--- src/rtl/timer_countdown_chain_if.sv ---
// Port bundle for the oven countdown timer: keypad/control strobes in, count and flags out.
// The master modport is the controller side, the slave modport is the timer itself.
interface timer_countdown_chain_if #(
   parameter int DIGITS = 4
);
   // Control inputs are plain one-cycle strobes with no ready path.
   // A strobe acts at the first rising edge that samples it high.
   // Outputs are registered and valid in every cycle after reset.
   logic                  load;
   logic [4*DIGITS-1:0]   load_val;
   logic                  start;
   logic                  pause;
   logic                  tick;
   logic [4*DIGITS-1:0]   out;
   logic                  zero;
   logic                  done;
   logic                  running;
   logic [1:0]            state_dbg;

   modport master (
      output load, load_val, start, pause, tick,
      input  out, zero, done, running, state_dbg
   );

   modport slave (
      input  load, load_val, start, pause, tick,
      output out, zero, done, running, state_dbg
   );
endinterface

--- src/rtl/timer_countdown_chain.sv ---
// Cascade of mixed-modulus BCD down-counter digits with a start/pause FSM (default MM:SS).
// Define TIMER_LOAD_CLAMP_EN to clamp each loaded digit to its modulus minus one.
module timer_countdown_chain #(
   parameter int                  DIGITS = 4,
   parameter logic [4*DIGITS-1:0] MODS   = 16'hAA6A
) (
   input  logic                   clk,
   input  logic                   rst,
   timer_countdown_chain_if.slave bus
);

   typedef enum logic [1:0] {
      ST_IDLE   = 2'd0,
      ST_RUN    = 2'd1,
      ST_PAUSED = 2'd2,
      ST_DONE   = 2'd3
   } state_t;

   localparam int W = 4 * DIGITS;

   state_t         state_q, state_d;
   logic [W-1:0]   out_q, out_d;
   logic           zero_q, zero_d;
   logic           done_q, done_d;

   logic [W-1:0]   dec_val;
   logic [DIGITS:0] borrow;
   logic [W-1:0]   load_fixed;

`ifdef TIMER_LOAD_CLAMP_EN
   function automatic logic [W-1:0] clamp_load(input logic [W-1:0] v);
      logic [W-1:0] r;
      r = v;
      for (int i = 0; i < DIGITS; i++) begin
         if (v[4*i +: 4] >= MODS[4*i +: 4]) begin
            r[4*i +: 4] = MODS[4*i +: 4] - 4'd1;
         end
      end
      return r;
   endfunction

   always_comb begin
      load_fixed = clamp_load(bus.load_val);
   end
`else
   always_comb begin
      load_fixed = bus.load_val;
   end
`endif

   // Ripple borrow: a zero digit wraps to its modulus minus one and passes the borrow up.
   always_comb begin
      dec_val   = out_q;
      borrow    = '0;
      borrow[0] = 1'b1;
      for (int i = 0; i < DIGITS; i++) begin
         if (borrow[i]) begin
            if (out_q[4*i +: 4] == 4'd0) begin
               dec_val[4*i +: 4] = MODS[4*i +: 4] - 4'd1;
               borrow[i+1]       = 1'b1;
            end else begin
               dec_val[4*i +: 4] = out_q[4*i +: 4] - 4'd1;
               borrow[i+1]       = 1'b0;
            end
         end else begin
            dec_val[4*i +: 4] = out_q[4*i +: 4];
            borrow[i+1]       = 1'b0;
         end
      end
   end

   // Priority load > pause > start > tick; a strobe that is illegal in the
   // current state is treated as absent so lower-priority strobes still act.
   always_comb begin
      state_d = state_q;
      out_d   = out_q;
      zero_d  = zero_q;
      done_d  = 1'b0;
      if (bus.load && (state_q != ST_RUN)) begin
         out_d   = load_fixed;
         zero_d  = (load_fixed == '0);
         state_d = ST_IDLE;
      end else if (bus.pause && (state_q == ST_RUN)) begin
         state_d = ST_PAUSED;
      end else if (bus.start && ((state_q == ST_IDLE) || (state_q == ST_PAUSED))
                   && (out_q != '0)) begin
         state_d = ST_RUN;
      end else if (bus.tick && (state_q == ST_RUN)) begin
         out_d  = dec_val;
         zero_d = (dec_val == '0);
         if (dec_val == '0) begin
            done_d  = 1'b1;
            state_d = ST_DONE;
         end
      end
   end

   always_ff @(posedge clk) begin
      if (rst) begin
         state_q <= ST_IDLE;
         out_q   <= '0;
         zero_q  <= 1'b1;
         done_q  <= 1'b0;
      end else begin
         state_q <= state_d;
         out_q   <= out_d;
         zero_q  <= zero_d;
         done_q  <= done_d;
      end
   end

   assign bus.out       = out_q;
   assign bus.zero      = zero_q;
   assign bus.done      = done_q;
   assign bus.running   = (state_q == ST_RUN);
   assign bus.state_dbg = state_q;

endmodule
--- src/flat_wrapper.sv ---
// flat-port wrapper written by rule: the top's interface ports become plain ports
module timer_countdown_chain_flat 
#(
   parameter int                  DIGITS = 4,
   parameter logic [4*DIGITS-1:0] MODS   = 16'hAA6A
)
  (clk, rst, bus_load, bus_load_val, bus_start, bus_pause, bus_tick, bus_out, bus_zero, bus_done, bus_running, bus_state_dbg);
  timer_countdown_chain_if #(.DIGITS(DIGITS)) bus_i ();
  input  logic clk;
  input  logic rst;
  input wire logic [$bits(bus_i.load)-1:0] bus_load;
  input wire logic [$bits(bus_i.load_val)-1:0] bus_load_val;
  input wire logic [$bits(bus_i.start)-1:0] bus_start;
  input wire logic [$bits(bus_i.pause)-1:0] bus_pause;
  input wire logic [$bits(bus_i.tick)-1:0] bus_tick;
  output wire logic [$bits(bus_i.out)-1:0] bus_out;
  output wire logic [$bits(bus_i.zero)-1:0] bus_zero;
  output wire logic [$bits(bus_i.done)-1:0] bus_done;
  output wire logic [$bits(bus_i.running)-1:0] bus_running;
  output wire logic [$bits(bus_i.state_dbg)-1:0] bus_state_dbg;
  assign bus_i.load = bus_load;
  assign bus_i.load_val = bus_load_val;
  assign bus_i.start = bus_start;
  assign bus_i.pause = bus_pause;
  assign bus_i.tick = bus_tick;
  assign bus_out = bus_i.out;
  assign bus_zero = bus_i.zero;
  assign bus_done = bus_i.done;
  assign bus_running = bus_i.running;
  assign bus_state_dbg = bus_i.state_dbg;
  timer_countdown_chain #(.DIGITS(DIGITS), .MODS(MODS)) u_core (.clk(clk), .rst(rst), .bus(bus_i));
endmodule
--- config.mk ---
export PLATFORM = sky130hd
export DESIGN_NAME = timer_countdown_chain_flat
export DESIGN_NICKNAME = d
export VERILOG_FILES = /design/src/rtl/timer_countdown_chain_if.sv /design/src/rtl/timer_countdown_chain.sv /design/src/flat_wrapper.sv
export SDC_FILE = /design/constraint.sdc
export NUM_CORES = 1
export LEC_CHECK = 0
export BUFFER_PORTS_ARGS = -buffer_cell sky130_fd_sc_hd__buf_2
export CORE_MARGIN = 1
export CORE_UTILIZATION = 48
export DETAILED_ROUTE_END_ITERATION = 16
export PLACE_DENSITY = 0.8
export SETUP_SLACK_MARGIN = 0.15
export SYNTH_ARGS = -nofsm -noshare
export SYNTH_HDL_FRONTEND = slang
export SYNTH_SLANG_ARGS = --single-unit
--- constraint.sdc ---
create_clock -name clk -period 2.2 [get_ports clk]
set_input_delay 0.22 -clock clk [delete_from_list [all_inputs] [get_ports clk]]
set_output_delay 0.22 -clock clk [all_outputs]
set_load 0.03 [all_outputs]
After elaboration in Yosys (flattened, before gate mapping)
Index checks and enable logic that the tools add are counted.

word-level totals
  register bits after elaboration = 20
  input bits = 22
  logic and storage cells = 65

cells by class
  add/subtract/negate cells = 4
  eq/ne operators = 5
  multiplexer cells = 25
  bitwise logic cells = 1
  reductions and logical operators = 25

operators by type and width
  cell                 count
  $mux 16              4
  $logic_not 16->1     2
  $mux 4               7
  $logic_not 4->1      4
  $reduce_bool 16->1   1
  $sub 4x1->4 const B  4
  $mux 1               10
  $mux 2               4
  $ne 2x1->1 const B   3
  $reduce_bool 2->1    3
  $reduce_bool 3->1    2
  $logic_and 1x1->1    5
  $reduce_or 5->1      1
  $reduce_and 2->1     2
  $reduce_and 3->1     1
  $reduce_or 3->1      1
  $eq 2x1->1 const B   1
  $eq 2x2->1 const B   1
  $logic_not 2->1      1
  $reduce_or 2->1      1
  $logic_or 1x1->1     1
  $not 1->1            1

Depth between registers and ports, before layout
Gate-level depths: netlist (run 1).

  depth in word-level cells = 10
  mapped depth = 6
  gate-level depth less buffers = 5

Worst setup path before layout (run 1)
OpenSTA, ideal clock, no wires.

  kind = register to register
  start point = reg u_core.state_q[0] (netlist: u_core.bus.state_dbg[0])
  end point = reg u_core.out_q[14] (netlist: u_core.bus.out[14])
  setup time = 0.091 ns
  data arrival time = 1.955 ns
  data required time = 2.109 ns
  path slack = 0.155 ns
  stages on the path, launching flop included = 6
  cell sequence = dfxtp_1 nand2b_4 or3b_1 clkbuf_1 or4_1 a311oi_1

between the ends
  longest elaborated chain between the ends = 6
  elaborated cells between the ends (all ways) = 15

RTL lines
  what                                                  RTL line                      RTL
  start: declaration                                    timer_countdown_chain.sv:21   state_t state_q, state_d;
  start signal: assignment                              timer_countdown_chain.sv:105  state_q <= state_d;
  $eq 2x2->1 / $logic_not 2->1 (equally long branches)  timer_countdown_chain.sv:85   end else if (bus.start && ((state_q == ST_IDLE) || (state_q == ST_PAUSED))
  $logic_or 1x1->1                                      timer_countdown_chain.sv:85
  $logic_and 1x1->1                                     timer_countdown_chain.sv:85
  $logic_and 1x1->1                                     timer_countdown_chain.sv:86   && (out_q != '0)) begin
  $ne 2x1->1 (no source line)                           -
  $reduce_and 3->1 (no source line)                     -
  end signal: assignment                                timer_countdown_chain.sv:106  out_q <= out_d;
  end: declaration                                      timer_countdown_chain.sv:22   logic [W-1:0] out_q, out_d;

Parallel ways exist; a longest one is shown, timed or not.
A chain may end at the register's enable or synchronous reset.

Worst setup path after layout (run 1)
  start point = reg u_core.out_q[2] (netlist: u_core.bus.out[2])
  end point = reg u_core.out_q[14] (netlist: u_core.bus.out[14])

between the ends
  longest elaborated chain between the ends = 9
  elaborated cells between the ends (all ways) = 13

RTL lines
  what                  RTL line                     RTL
  $logic_not 4->1       timer_countdown_chain.sv:58  if (out_q[4*i +: 4] == 4'd0) begin
  $mux 1                timer_countdown_chain.sv:58
  $mux 1 (2 in series)  timer_countdown_chain.sv:57  if (borrow[i]) begin
  $mux 4                timer_countdown_chain.sv:57
  $mux 16               timer_countdown_chain.sv:88  end else if (bus.tick && (state_q == ST_RUN)) begin
  $mux 16               timer_countdown_chain.sv:85
  $mux 16               timer_countdown_chain.sv:83  end else if (bus.pause && (state_q == ST_RUN)) begin
  $mux 16               timer_countdown_chain.sv:79  if (bus.load && (state_q != ST_RUN)) begin

Parallel ways exist; a longest one is shown, timed or not. The select of a mux whose other input is x is not followed.

==> summary.md, run 1 <==
| Metric | Value |
|---|---|
| Core Util, Final | 0.670 |
| Mean Syn Cell Area | 7.92 µm² |
| Number of nets at the end of the flow | 220 |
| Type of the worst setup path | reg2reg |
| Overall die height | 51.7 µm |
| Number of synthesized flops with an enable pin | 0 |
| Wire length of the first global-routing pass | 5.38 mm |
| Overflow left after global routing | 0 |
| Max Freq | 0.508 GHz |
| Synthesized-area fraction occupied by adder cells | 0 |
| Later-pin clock latency in the skew report | 0.31 ns |
| Xor/xnor share of the synthesized area | 0.0221 |
| Largest fanout of any net on the critical path | 6 |
| Commonest cells in the netlist | nor2_1, dfxtp_1, nand2_1 |
| Routed via count | 1,341 |
| Largest family of logic cells by synthesized area | simple AND/OR/NAND/NOR gates |
| Kind of end point of the critical path | register |
| Worst reg2reg setup slack | 0.23 ns |
| Register area | 407 µm² |
| Cell at the root of the clock tree | clkbuf_4 |
| Max-cap viol count | 0 |
| Antenna violations before repair | 0 |
| RePlAce Congestion | 0.886 |
| Top FF cell, synth | dfxtp_1 |
| Die extent in x | 51.7 µm |
| Antenna fix cells | 0 |
| Cell types with the largest area share after synthesis | dfxtp_1, nor2_1, nand2_1, nor4_1, nor3_1 |
| Post-route ant nets | 0 |
| RSZ-0062 raised after global routing | no |
| Post-synthesis instance total | 150 |
| Multiplexer share of the synthesized area | 0.0169 |
| Final cycle utilization of the critical path | 0.895 |
| Buffer levels on the longest clock path | 2 |
| Area fraction of the dominant cell type after synthesis | 0.337 |
| Startpoint type of the worst setup path | register |
| IO Pins | 43 |
| Finish-stage setup viols | 0 |
| Async set or reset register ratio after synthesis | 0 |
| Worst slew margin relative to its limit | 0.724 |
| Transition at the pin with the smallest max-transition slack | 0.411 ns |
| Period minus WS final | 1.97 ns |
| Total number of clock tree sinks | 20 |
| Critical Path AT | 2.19 ns |
| Maximum level of the CTS H-tree | 1 |
| Input/output buffers | 42 |
| DIE AREA | 2680 µm² |
| Pin count of the biggest net entering global routing | 21 |
| Length of the first detailed-routing pass in iterations | 4 |
| Filler cell count in the final layout | 198 |
| Type of the most critical hold path | in2reg |
| Final hold violation count | 0 |
| CTS clock-pin slew for the worst setup and hold paths | 0.12 ns |
| Final max-slew violation count | 0 |
| Number of synthesized register bits | 20 |
| Dominant cell by count in the synthesized netlist | nor2_1 |
| Violation count after the first detailed-routing iteration | 30 |
| Worst clock skew | 0.00635 ns |
| Layout Area Growth over Synthesis | 28.3% |
| DRC violations left | 0 |
| Via-per-instance ratio | 5.96 |
| Routed wirelength normalized by instance count | 15.0 µm |
| Required time of the worst setup path | 2.42 ns |
| Synthesized area | 1190 µm² |
| Library cells used by synthesis | 45 |
| Power density over the cells | 632 nW/µm² |
| Num CTS Buffers | 3 |
| Number of core rows | 17 |
| HPWL after detailed placement | 2.55 mm |
| Peak supply drop | 0.000382 V |
| Run status | completed |
| Initial standard-cell utilization of the core | 0.522 |
| Total GRT Usage | 0.272 |
| CTS tree | built |
| Fraction of the yosys area taken by sequential cells | 0.337 |
| Layout cell share with drive strength beyond 1 | 0.360 |
| Number of global-route vias before repair | 1,191 |
| Static leakage power | 0.636 nW |
| Synthesized-area fraction occupied by ao, oa, aoi and oai cells | 0.208 |
| Net count after synthesis | 172 |
| Core area | 2280 µm² |
| Synth Warn # | 0 |
| Area taken by multi-input logic gates | 768 µm² |
| Final sum of negative setup slack | 0 ns |
| Largest area contributor in the synthesized netlist | dfxtp_1 |
| Sum of routed wire length over all layers | 3.37 mm |
| Post-synthesis share of cell area spent on and, or, nand and nor gates | 0.388 |
-- report_power, final --
part / switching, mW / internal, mW / leakage [nW] / total, mW
clock network: 0.117 / 0.101 / 0.0210 / 0.218
logic: 0.184 / 0.120 / 0.448 / 0.305
registers: 0.0493 / 0.392 / 0.167 / 0.441
-- registers in the layout, summed over array words and instances, names as in the netlist --
register / count
u_core.bus.done: 1
u_core.bus.out: 16
u_core.bus.state_dbg: 2
u_core.bus.zero: 1
-- logic make-up (layout without fill, tap and decap cells) --
group | Yosys count | in the layout
compound gates | 35 | 35
xor+xnor | 3 | 3
buf+inv | 9 | 56
flops | 20 | 20
mux | 2 | 2
simple gates | 81 | 81
-- routing by layer --
layer,vias up,routed length (µm),track usage
met5,-,0,0
met4,0,65,0.0991
met3,6,226,0.0731
met2,51,1530,0.426
met1,625,1540,0.357
li1,659,-,-
-- cells in the final DEF (no fill, tap or decap), types with 2 or more instances in the layout --
| cell | synthesis | final |
|---|---|---|
| xor2_1 | 3 | 3 |
| a311oi_1 | 3 | 3 |
| nand3_1 | 3 | 3 |
| clkbuf_4 | 0 | 3 |
| nor3_1 | 8 | 8 |
| buf_2 | 0 | 42 |
| or3_1 | 2 | 2 |
| nor4_1 | 7 | 7 |
| mux2i_1 | 2 | 2 |
| inv_1 | 2 | 2 |
| dfxtp_1 | 20 | 15 |
| nor3_4 | 1 | 3 |
| o311a_1 | 2 | 2 |
| a211oi_1 | 4 | 4 |
| nand2_1 | 13 | 13 |
| a221oi_1 | 2 | 2 |
| o21ai_0 | 7 | 7 |
| buf_4 | 0 | 8 |
| a21oi_1 | 6 | 6 |
| dfxtp_2 | 0 | 5 |
| nand4_1 | 2 | 2 |
| a2111oi_0 | 2 | 2 |
| o22ai_1 | 3 | 3 |
| nor2_1 | 26 | 26 |
-- final timing paths --
path | start | end | depth (start not counted)
max | u_core.bus.out[2] | u_core.bus.out[14] | 5
max reg2reg | u_core.bus.out[2] | u_core.bus.out[14] | 5
min | bus_load_val[7] | u_core.bus.out[7] | 3
min reg2reg | u_core.bus.zero | u_core.bus.zero | 2
-- through the flow --
step / setup WS (ns) / cell area, µm² / instances / hold WS [ns] / power [mW]
global placement: 0.235 / 1440 / 218 / 0.470 / 0.724
CTS: 0.152 / 1480 / 222 / 0.149 / 0.949
detailed placement: 0.189 / 1440 / 218 / 0.480 / 0.733
floorplan: 0.155 / 1190 / 150 / 0.297 / 0.633
global route: 0.155 / 1520 / 225 / 0.158 / 1.02
finish: 0.231 / 1520 / 225 / 0.157 / 0.964
-- cell type report --
class / count / area share
sequential: 20 / 0.267
inverter: 2 / 0.00493
timing repair buffer: 50 / 0.177
clock buffer: 4 / 0.0238
tap: 28 / 0.0230
multi-input combinational: 121 / 0.504
-- critical path, stage by stage, from the launching register on --
cell and delay, ns:
dfxtp_2 0.37, nor3_4 0.27, nand4_4 0.16, or3_4 0.36, or4_1 0.47, a311oi_1 0.25
-- repair_timing --
action / CTS / global route
gates resized for setup: 0 / 8
endpoints found under the setup margin: 1 / 3
buffers inserted: 0 / 3
hold buffers: 0 / 0
pin swaps: 1 / 2
Power figures use the tool's default switching activity.
==> inputs of run 2 (changes only) <==
--- a/config.mk
+++ b/config.mk
@@ -6,6 +6,7 @@
 export NUM_CORES = 1
 export LEC_CHECK = 0
 export BUFFER_PORTS_ARGS = -buffer_cell sky130_fd_sc_hd__buf_2
+export CORE_ASPECT_RATIO = 0.8
 export CORE_MARGIN = 1
 export CORE_UTILIZATION = 48
 export DETAILED_ROUTE_END_ITERATION = 16
==> summary.md, run 2 (synthesis results as in run 1) <==
| Metric | Value |
|---|---|
| DRC violations left | 3 (+3) |
| Core area | 2250 µm² (-1.0%) |
| Worst clock skew | 0.00434 ns (-0.00202 ns) |
| Violation count after the first detailed-routing iteration | 62 (+110%) |
| Overflow left after global routing | 0 (unchanged) |
| Worst reg2reg setup slack | 0.23 ns (about the same) |
| Crit Reg-Reg Startpoint | u_core.bus.out[6] |
| Top library cells by usage in the layout, fill and taps aside | buf_2, nor2_1, dfxtp_1 |
| Routed via count | 1,364 (+1.7%) |
| Final hold violation count | 0 (unchanged) |
| Type of the worst setup path | reg2reg |
| Most common cell after layout, fill and taps aside | buf_2 |
| Required time of the worst setup path | 2.44 ns (+0.02 ns) |
| Core Util, Final | 0.672 (+0.00207) |
| Number of nets at the end of the flow | 218 (-0.91%) |
| Number of global-route vias before repair | 1,162 (-2.4%) |
| Period minus WS final | 1.97 ns (-0.000192 ns) |
| Pin count of the biggest net entering global routing | 21 (unchanged) |
| Num CTS Buffers | 3 (unchanged) |
| Wire length of the first global-routing pass | 5.30 mm (-1.4%) |
| RePlAce Congestion | 0.849 (-4.3%) |
| Later-pin clock latency in the skew report | 0.31 ns (about the same) |
| HPWL after detailed placement | 2.49 mm (-2.6%) |
| Post-route ant nets | 0 (unchanged) |
| Filler cell count in the final layout | 207 (+4.5%) |
| Transition at the pin with the smallest max-transition slack | 0.427 ns (+0.0165 ns) |
| Input/output buffers | 42 (unchanged) |
| Max-cap viol count | 0 (unchanged) |
| Length in cells of the worst reg-to-reg path | 5 (unchanged) |
| Buffer levels on the longest clock path | 2 (unchanged) |
| Layout Area Growth over Synthesis | 27.4% |
| Worst slew margin relative to its limit | 0.713 (-0.0111) |
| Static leakage power | 0.629 nW (-1.1%) |
| Critical Path Start | u_core.bus.out[6] |
| DIE AREA | 2680 µm² (about the same) |
| Antenna violations before repair | 0 (unchanged) |
| Failing checks | design-rule violations |
| RSZ-0062 raised after global routing | yes |
| Power density over the cells | 643 nW/µm² (+1.7%) |
| Startpoint type of the worst setup path | register |
| CTS clock-pin slew for the worst setup and hold paths | 0.12 ns (about the same) |
| IO Pins | 43 (unchanged) |
| Final sum of negative setup slack | 0 ns (unchanged) |
| Overall die height | 46.5 µm (-10%) |
| Total GRT Usage | 0.269 (-0.00305) |
| Initial standard-cell utilization of the core | 0.527 (+0.00551) |
| Finish-stage setup viols | 0 (unchanged) |
| Antenna fix cells | 0 (unchanged) |
| Largest fanout of any net on the critical path | 7 (+1) |
| Via-per-instance ratio | 6.20 (+4.0%) |
| Type of the most critical hold path | in2reg |
| Maximum level of the CTS H-tree | 1 (unchanged) |
| R2r endpoint | u_core.bus.out[14] |
| Max Freq | 0.508 GHz (about the same) |
| Final cycle utilization of the critical path | 0.895 (about the same) |
| Final non-filler cell area | 1510 µm² (-0.74%) |
| Timing endpoint of the critical path | u_core.bus.out[14] |
| Kind of end point of the critical path | register |
| Flip-flop count of the largest register, all copies and words added | 16 (unchanged) |
| Routed wirelength normalized by instance count | 15.9 µm (+5.9%) |
| Worst hold slack across all endpoints | 0.141 ns (-0.0167 ns) |
| Peak supply drop | 0.000463 V (+21%) |
| Number of core rows | 15 (-2) |
| CTS tree | built |
| Cell at the root of the clock tree | clkbuf_4 |
| Die extent in x | 57.6 µm (+11%) |
| Length of the first detailed-routing pass in iterations | 10 (+6) |
| Layout cell share with drive strength beyond 1 | 0.344 (-0.0168) |
| Hold-fix buffers, CTS | 0 (unchanged) |
| Sum of routed wire length over all layers | 3.49 mm (+3.6%) |
| Run status | complete, but fails checks |
| Total number of clock tree sinks | 20 (unchanged) |
| Overall power after layout | 973 µW (+0.98%) |
| Critical Path AT | 2.21 ns (+0.02 ns) |
| Area of placed instances | 1440 µm² (-0.26%) |
| Final max-slew violation count | 0 (unchanged) |
## run 2: cell count changes in the layout (fill, tap and decap cells not counted)
cell,previous run,this run
dfxtp_1,15,18
buf_4,8,6
nor2_2,1,0
a2111oi_2,0,1
nor2_4,0,1
dfxtp_2,5,2
a2111oi_0,2,1
## run 2: critical path: stages (launching register included)
cell,delay [ns]
dfxtp_1,0.39
nor3_4,0.25
nand4_4,0.17
or3_4,0.37
or4_1,0.46
a311oi_1,0.25
## run 2: layer usage
layer / vias to the layer above / routed length (µm) / track usage
met2: 70 / 1580 / 0.430
met1: 628 / 1560 / 0.350
li1: 657 / - / -
met3: 9 / 297 / 0.0702
met5: - / 0 / 0
met4: 0 / 49 / 0.107
## run 2: worst min-delay path by stage
stage / from / to / slack (ns) / cells past startpoint
after CTS: bus_pause / u_core.bus.done / 0.14 / 2
after detailed placement: bus_pause / u_core.bus.done / 0.47 / 2
after global routing: bus_pause / u_core.bus.done / 0.13 / 2
after floorplan: bus_pause / u_core.bus.done / 0.30 / 1
final: bus_pause / u_core.bus.done / 0.14 / 2
after global placement: bus_pause / u_core.bus.done / 0.47 / 2
## run 2: final cells by class
class	count	area, µm²	area share
clock buffers	4	36.3	0.0240
inverters	2	7.51	0.00496
multi-input cells	121	779	0.515
flip-flops and latches	20	403	0.266
well taps	25	31.3	0.0207
repair buffers	48	255	0.169
## run 2: stage by stage
stage                     std cells  setup slack, ns
after floorplan                 150            0.155
final                           220            0.231
after global routing            220            0.103
after global placement          215            0.230
after detailed placement        215            0.180
after CTS                       219            0.171
## run 2: where the power goes
part	switching (mW)	leakage (nW)	internal [mW]
clock	0.125	0.0210	0.101
sequential	0.0495	0.166	0.391
combinational	0.189	0.442	0.117
total	0.363	0.629	0.610
## run 2: what timing repair did
action / CTS / global route
endpoints found under the setup margin: 0 / 3
setup buffers: 0 / 1
endpoints found under the hold margin: 0 / 0
resized for setup: 0 / 8
